### src/rtl/data_mem_lsu.sv
`default_nettype none
// +----------------------------------------------------------------------------+
// | Module      : data_mem_lsu                                                 |
// | Description : Single-port data memory with an RV32I load/store front end.  |
// |               Accepts one request at a time and inserts WAIT wait states.  |
// |               Responses carry sign/zero-extended load data and a fault     |
// |               flag for misaligned, illegal or out-of-range accesses.       |
// | Revision    : 1.0 - initial release                                        |
// +----------------------------------------------------------------------------+
module data_mem_lsu #(
   parameter int WIDTH = 32,
   parameter int DEPTH = 64,
   parameter int WAIT  = 1
) (
   input  logic             clk,
   input  logic             rst_n,
   input  logic             req_valid,
   output logic             req_ready,
   input  logic             req_we,
   input  logic [2:0]       req_funct3,
   input  logic [WIDTH-1:0] req_addr,
   input  logic [WIDTH-1:0] req_wdata,
   output logic             rsp_valid,
   input  logic             rsp_ready,
   output logic [WIDTH-1:0] rsp_rdata,
   output logic             rsp_err
);

   localparam int         c_AW        = $clog2(DEPTH);
   localparam logic [2:0] c_WAIT_LOAD = (WAIT > 0) ? 3'(WAIT - 1) : 3'd0;

   typedef enum logic [1:0] {
      S_IDLE = 2'd0,
      S_WAIT = 2'd1,
      S_RESP = 2'd2
   } state_t;

   state_t           r_state;
   state_t           w_state_nxt;
   logic [2:0]       r_cnt;
   logic [2:0]       w_cnt_nxt;
   logic             w_accept;
   logic             w_enter_resp;
   logic             w_commit;

   logic             r_we;
   logic [2:0]       r_funct3;
   logic [WIDTH-1:0] r_addr;
   logic [WIDTH-1:0] r_wdata;

   logic             w_we;
   logic [2:0]       w_funct3;
   logic [WIDTH-1:0] w_addr;
   logic [WIDTH-1:0] w_wdata;

   logic             w_err;
   logic [c_AW-1:0]  w_idx;
   logic [1:0]       w_lane;
   logic [WIDTH-1:0] w_shift;
   logic [WIDTH-1:0] w_load;
   logic [WIDTH-1:0] w_wlane;
   logic [3:0]       w_be;

   logic [WIDTH-1:0] r_mem [DEPTH];
   logic [WIDTH-1:0] r_rdata;
   logic             r_err;

   assign req_ready = (r_state == S_IDLE);
   assign rsp_valid = (r_state == S_RESP);
   assign rsp_rdata = r_rdata;
   assign rsp_err   = r_err;

   assign w_accept     = req_valid && (r_state == S_IDLE);
   assign w_enter_resp = (w_state_nxt == S_RESP) && (r_state != S_RESP);
   // With zero wait states the access happens on the accept edge itself, so
   // the live request fields are used while IDLE, the captured copy otherwise.
   assign w_we         = (r_state == S_IDLE) ? req_we     : r_we;
   assign w_funct3     = (r_state == S_IDLE) ? req_funct3 : r_funct3;
   assign w_addr       = (r_state == S_IDLE) ? req_addr   : r_addr;
   assign w_wdata      = (r_state == S_IDLE) ? req_wdata  : r_wdata;
   assign w_commit     = w_enter_resp && w_we && !w_err && rst_n;

   assign w_idx   = w_addr[c_AW+1:2];
   assign w_lane  = w_addr[1:0];
   assign w_shift = r_mem[w_idx] >> {w_lane, 3'b000};

   // State and wait counter register.
   always_ff @(posedge clk or negedge rst_n) begin
      if (!rst_n) begin
         r_state <= S_IDLE;
         r_cnt   <= 3'd0;
      end else begin
         r_state <= w_state_nxt;
         r_cnt   <= w_cnt_nxt;
      end
   end

   // Next-state logic: IDLE -> (WAIT) -> RESP -> IDLE.
   always_comb begin
      w_state_nxt = r_state;
      w_cnt_nxt   = r_cnt;
      case (r_state)
         S_IDLE: begin
            if (req_valid) begin
               if (WAIT > 0) begin
                  w_state_nxt = S_WAIT;
                  w_cnt_nxt   = c_WAIT_LOAD;
               end else begin
                  w_state_nxt = S_RESP;
               end
            end
         end
         S_WAIT: begin
            if (r_cnt == 3'd0) begin
               w_state_nxt = S_RESP;
            end else begin
               w_cnt_nxt = r_cnt - 3'd1;
            end
         end
         S_RESP: begin
            if (rsp_ready) begin
               w_state_nxt = S_IDLE;
            end
         end
         default: w_state_nxt = S_IDLE;
      endcase
   end

   // Fault decode: bad size code, misalignment, unsigned store, out of range.
   always_comb begin
      w_err = 1'b0;
      case (w_funct3)
         3'b000:  w_err = 1'b0;
         3'b001:  w_err = w_addr[0];
         3'b010:  w_err = |w_addr[1:0];
         3'b100:  w_err = w_we;
         3'b101:  w_err = w_we | w_addr[0];
         default: w_err = 1'b1;
      endcase
      if ((w_addr >> (c_AW + 2)) != '0) begin
         w_err = 1'b1;
      end
   end

   // Load alignment and extension; the selected lane is already at bit 0.
   always_comb begin
      case (w_funct3)
         3'b000:  w_load = {{(WIDTH-8){w_shift[7]}}, w_shift[7:0]};
         3'b001:  w_load = {{(WIDTH-16){w_shift[15]}}, w_shift[15:0]};
         3'b100:  w_load = {{(WIDTH-8){1'b0}}, w_shift[7:0]};
         3'b101:  w_load = {{(WIDTH-16){1'b0}}, w_shift[15:0]};
         default: w_load = w_shift;
      endcase
   end

   // Store lane replication and byte enables.
   always_comb begin
      w_wlane = w_wdata;
      w_be    = 4'b0000;
      case (w_funct3)
         3'b000: begin
            w_wlane = {4{w_wdata[7:0]}};
            w_be    = 4'b0001 << w_lane;
         end
         3'b001: begin
            w_wlane = {2{w_wdata[15:0]}};
            w_be    = w_lane[1] ? 4'b1100 : 4'b0011;
         end
         3'b010:  w_be = 4'b1111;
         default: w_be = 4'b0000;
      endcase
   end

   // Request capture at accept; response capture on the edge entering RESP.
   always_ff @(posedge clk or negedge rst_n) begin
      if (!rst_n) begin
         r_we     <= 1'b0;
         r_funct3 <= 3'd0;
         r_addr   <= '0;
         r_wdata  <= '0;
         r_rdata  <= '0;
         r_err    <= 1'b0;
      end else begin
         if (w_accept) begin
            r_we     <= req_we;
            r_funct3 <= req_funct3;
            r_addr   <= req_addr;
            r_wdata  <= req_wdata;
         end
         if (w_enter_resp) begin
            r_rdata <= (w_we || w_err) ? '0 : w_load;
            r_err   <= w_err;
         end
      end
   end

   // Byte-enabled memory write; contents are deliberately not reset.
   always_ff @(posedge clk) begin
      if (w_commit) begin
         for (int i = 0; i < 4; i++) begin
            if (w_be[i]) begin
               r_mem[w_idx][8*i +: 8] <= w_wlane[8*i +: 8];
            end
         end
      end
   end

endmodule
`default_nettype wire

### config.mk
export PLATFORM = sky130hd
export DESIGN_NAME = data_mem_lsu
export DESIGN_NICKNAME = d
export VERILOG_FILES = /design/src/rtl/data_mem_lsu.sv
export SDC_FILE = /design/constraint.sdc
export NUM_CORES = 2
export LEC_CHECK = 0
export CAP_MARGIN = 20
export CORE_MARGIN = 2
export CORE_UTILIZATION = 46
export DETAILED_ROUTE_END_ITERATION = 12
export PLACE_DENSITY = 0.59
export RECOVER_POWER = 50
export SLEW_MARGIN = 20
export SYNTH_ARGS = -nofsm -noshare
export SYNTH_HDL_FRONTEND = slang
export SYNTH_SLANG_ARGS = --single-unit
### constraint.sdc
create_clock -name clk -period 8 [get_ports clk]
set_clock_uncertainty 0.2 [all_clocks]
set_input_delay 1.2 -clock clk [delete_from_list [all_inputs] [get_ports clk]]
set_output_delay 1.2 -clock clk [all_outputs]
set_load 0.005 [all_outputs]
==> qor.csv <==
metric,value,unit
synth_area_leaders,"edfxtp_1, o22ai_1, a21oi_1",
busiest_layer,met2,
syn_area,83610,sq um
vias,54910,
synth_nets,5781,
setup_viol,0,
die-height,430.3,um
relSlewSlack,-2.220,
synth_area_leader_cell,edfxtp_1,
wire_per_inst,33.02,um
core,180700,sq um
ir_drop,0.4366,mV
cp_max_fo,34,
async_reset_ff_frac,0.04921,
reg2reg_depth,11,
whs_endpoint,r_addr[10],
p_per_area,426.4,nW/um^2
grtUsageMet3,0.05733,
clk_latency,0.87,ns
pin_count,107,
min_path_type,flip-flop to flip-flop,
drtIter0Drc,8385,
r2r_setup_slack,1.02,ns
core.rowCount,156,
hold_depth,1,
fin_setup_tns,0,ns
path_clk_slew,0.07,ns
grt_antenna_before_repair,11,
cts_num_sinks,2154,
synth_fa_ha_area_frac,0.0002993,
final_nets,5968,
grt_pass1_wl,394.6,mm
final_antenna_net_count,0,
fin_crit_sh,0.8726,
place_hpwl,165.8,mm
grt_pass1_vias,52460,
synth_top_family_by_area,compound AO/OA/AOI/OAI gates,
hold_viol_final,0,
fp.dieArea,185200,sq um
first_pass_iters,6,
end_kind,flip-flop,
reg2reg_from,r_state[0],
fin_crit,6.981,ns
hp-start,r_addr[10],
root_buffer,clkbuf_16,
ys.flop_type,edfxtp_1,
synth_compound_area_frac,0.1001,
max_freq,143.2,MHz
cts_buffer_depth,3,
drive_gt1_frac,0.1400,
rsz0062_at_grt,false,
cts_buffers,217,
wl,279.2,mm
critical_path.startpoint_type,flip-flop,
htreeDepth,4,
synth-seq-cells,2154,
synth-edff-count,2048,
synthCells,5707,
muxShareOfSynthArea,0.02228,
yosys_warnings,0,
gp_congestion,0.8845,
status,finished with violations,
path_class,flip-flop to flip-flop,
remaining_drc_errors,0,
critPathRequiredTime,8.39,ns
hold_ws,0.2979,ns
syn_area_per_cell,14.65,sq um
p_leak,30.95,nW
initial_utilization,0.4626,
cts_tree,yes,
groute.usage.overall,0.2965,
synth_xor_area_frac,0,
synth.distinct_cells,82,
gr-usage-met1,0.4138,
dieWidth,430.3,um
grt_max_degree,108,
synth_simple_gate_area_share,0.08602,
crit-reg2reg-capture,r_mem[28][8],
tightest_slew,4.830,ns
yosysSeqAreaShare,0.7673,
worst_ep_arrival_time,7.37,ns
via_per_inst,6.495,
io_buffer_count,106,
slew_violations,1766,
met2_usage,0.4591,
violations,"max-capacitance violations, max-slew violations",
cap_violations,29,
netlist.area_leader.share,0.7355,
grt_overflow,0,
syn_to_final_growth,14.91,%
## state kept, by name, summed over array words and instances (netlist names)
name and count:
r_wdata 32, r_we 1, rsp_err 1, r_addr 32, r_mem 2048, r_cnt 3, rsp_rdata 32, r_state 2
r_funct3 3
## cell usage after synthesis, types with 8 or more instances
library cell / number
mux2i_1: 95
nor4_1: 119
o22a_1: 16
inv_1: 13
nor2b_1: 9
buf_1: 80
a32o_1: 20
nand3_1: 99
nor3_1: 379
o221ai_1: 19
dfrtp_1: 106
a21o_1: 8
a22oi_1: 27
a211oi_1: 22
nand3_2: 9
buf_2: 106
nor2_1: 391
a21oi_1: 552
o31ai_1: 8
edfxtp_1: 2048
o21ai_0: 81
and3_1: 18
nand2_1: 458
mux2_2: 77
or4_1: 25
buf_6: 16
clkbuf_1: 206
a31oi_1: 55
a32oi_1: 77
o22ai_1: 447
buf_4: 15
## worst max-delay path by stage
| stage | start | endpoint | slack, ns | cells past startpoint |
|---|---|---|---|---|
| 2_1_floorplan | r_state[0] | r_mem[0][17] | 2.45 | 11 |
| 3_3_place_gp | req_addr[2] | rsp_rdata[4] | 1.04 | 12 |
| 3_5_place_dp | req_addr[3] | rsp_rdata[18] | 1.39 | 13 |
| 4_1_cts | r_state[0] | rsp_rdata[18] | 1.54 | 13 |
| 5_1_grt | r_state[0] | r_mem[21][28] | 0.83 | 8 |
| 6_report | r_state[0] | r_mem[28][8] | 1.02 | 11 |
## routing by layer
| layer | up-vias | share of wire | wire length [um] |
|---|---|---|---|
| met3 | 623 | 0.11 | 30330 |
| met2 | 3637 | 0.46 | 127700 |
| met4 | 6 | 0.047 | 13020 |
| met1 | 27830 | 0.39 | 108100 |
| met5 | - | 0.00011 | 32 |
| li1 | 22820 | - | - |
## critical path: stages (launching register included)
cell and delay, ns:
dfrtp_1 0.66, or2_2 0.68, inv_4 0.35, buf_4 0.49
mux2i_1 0.14, clkbuf_1 0.34, nand3_1 0.18, clkbuf_1 0.87
nor2_1 0.08, a21oi_1 0.97, clkbuf_1 1.11, buf_4 0.57
## report_power, final
group	switching [mW]	internal, mW
logic	11.8	3.27
clock network	4.35	5.57
registers	0.152	15.8
## cell type report
cell class                 count  area (sq um)
fill                       14660         84670
sequential                  2154         64150
multi-input combinational   3111         18570
clock buffer                 277          5769
timing repair buffer         396          3451
tap                         2370          2965
clock inverter               128          1097
inverter                      14         55.05
antenna                        5         12.51
## placed cells by master (no fill, tap or decap), types with 15 or more instances in the layout
cell type,count
a32o_1,20
nor3_1,267
nand2_1,441
nor4_1,118
edfxtp_1,2048
mux2i_1,87
o21ai_0,81
mux2_2,76
buf_4,227
or4_1,25
buf_12,23
clkinv_2,42
a31oi_1,42
clkbuf_16,220
clkdlybuf4s50_1,70
a22oi_1,21
o22a_1,16
a32oi_1,77
clkbuf_1,68
nor2_1,391
clkinv_1,57
a211oi_1,22
bufinv_16,15
nor3_2,112
clkbuf_2,22
o22ai_1,447
a21oi_1,548
nand3_1,93
dfrtp_1,106
o221ai_1,19
and3_1,18
dlygate4sd3_1,36
## metrics by stage
step | instance area, sq um | setup slack, ns | util | std cells | power, mW
final | 96080 | 1.019 | 0.5316 | 8455 | 40.97
after floorplan | 83610 | 2.448 | - | 5707 | 23.50
after CTS | 95950 | 1.539 | 0.5309 | 8443 | 40.53
after detailed placement | 89080 | 1.393 | 0.4928 | 8037 | 30.78
after global routing | 96060 | 0.8287 | 0.5315 | 8450 | 41.93
after global placement | 88810 | 1.035 | 0.4913 | 8032 | 30.58
## what timing repair did
item / CTS / global route
resized for setup: 0 / 0
hold buffers: 1 / 0
hold endpoints to repair: 11 / 0
setup buffers: 0 / 0
## logic make-up after synthesis
family	count (synthesis)
adders and majority gates	2
DFF	2154
and+or+nand+nor	1557
buffers and inverters	442
AOI/OAI and AO/OA	1377
muxes	175
Note: power is estimated with default switching activity, not from simulation.
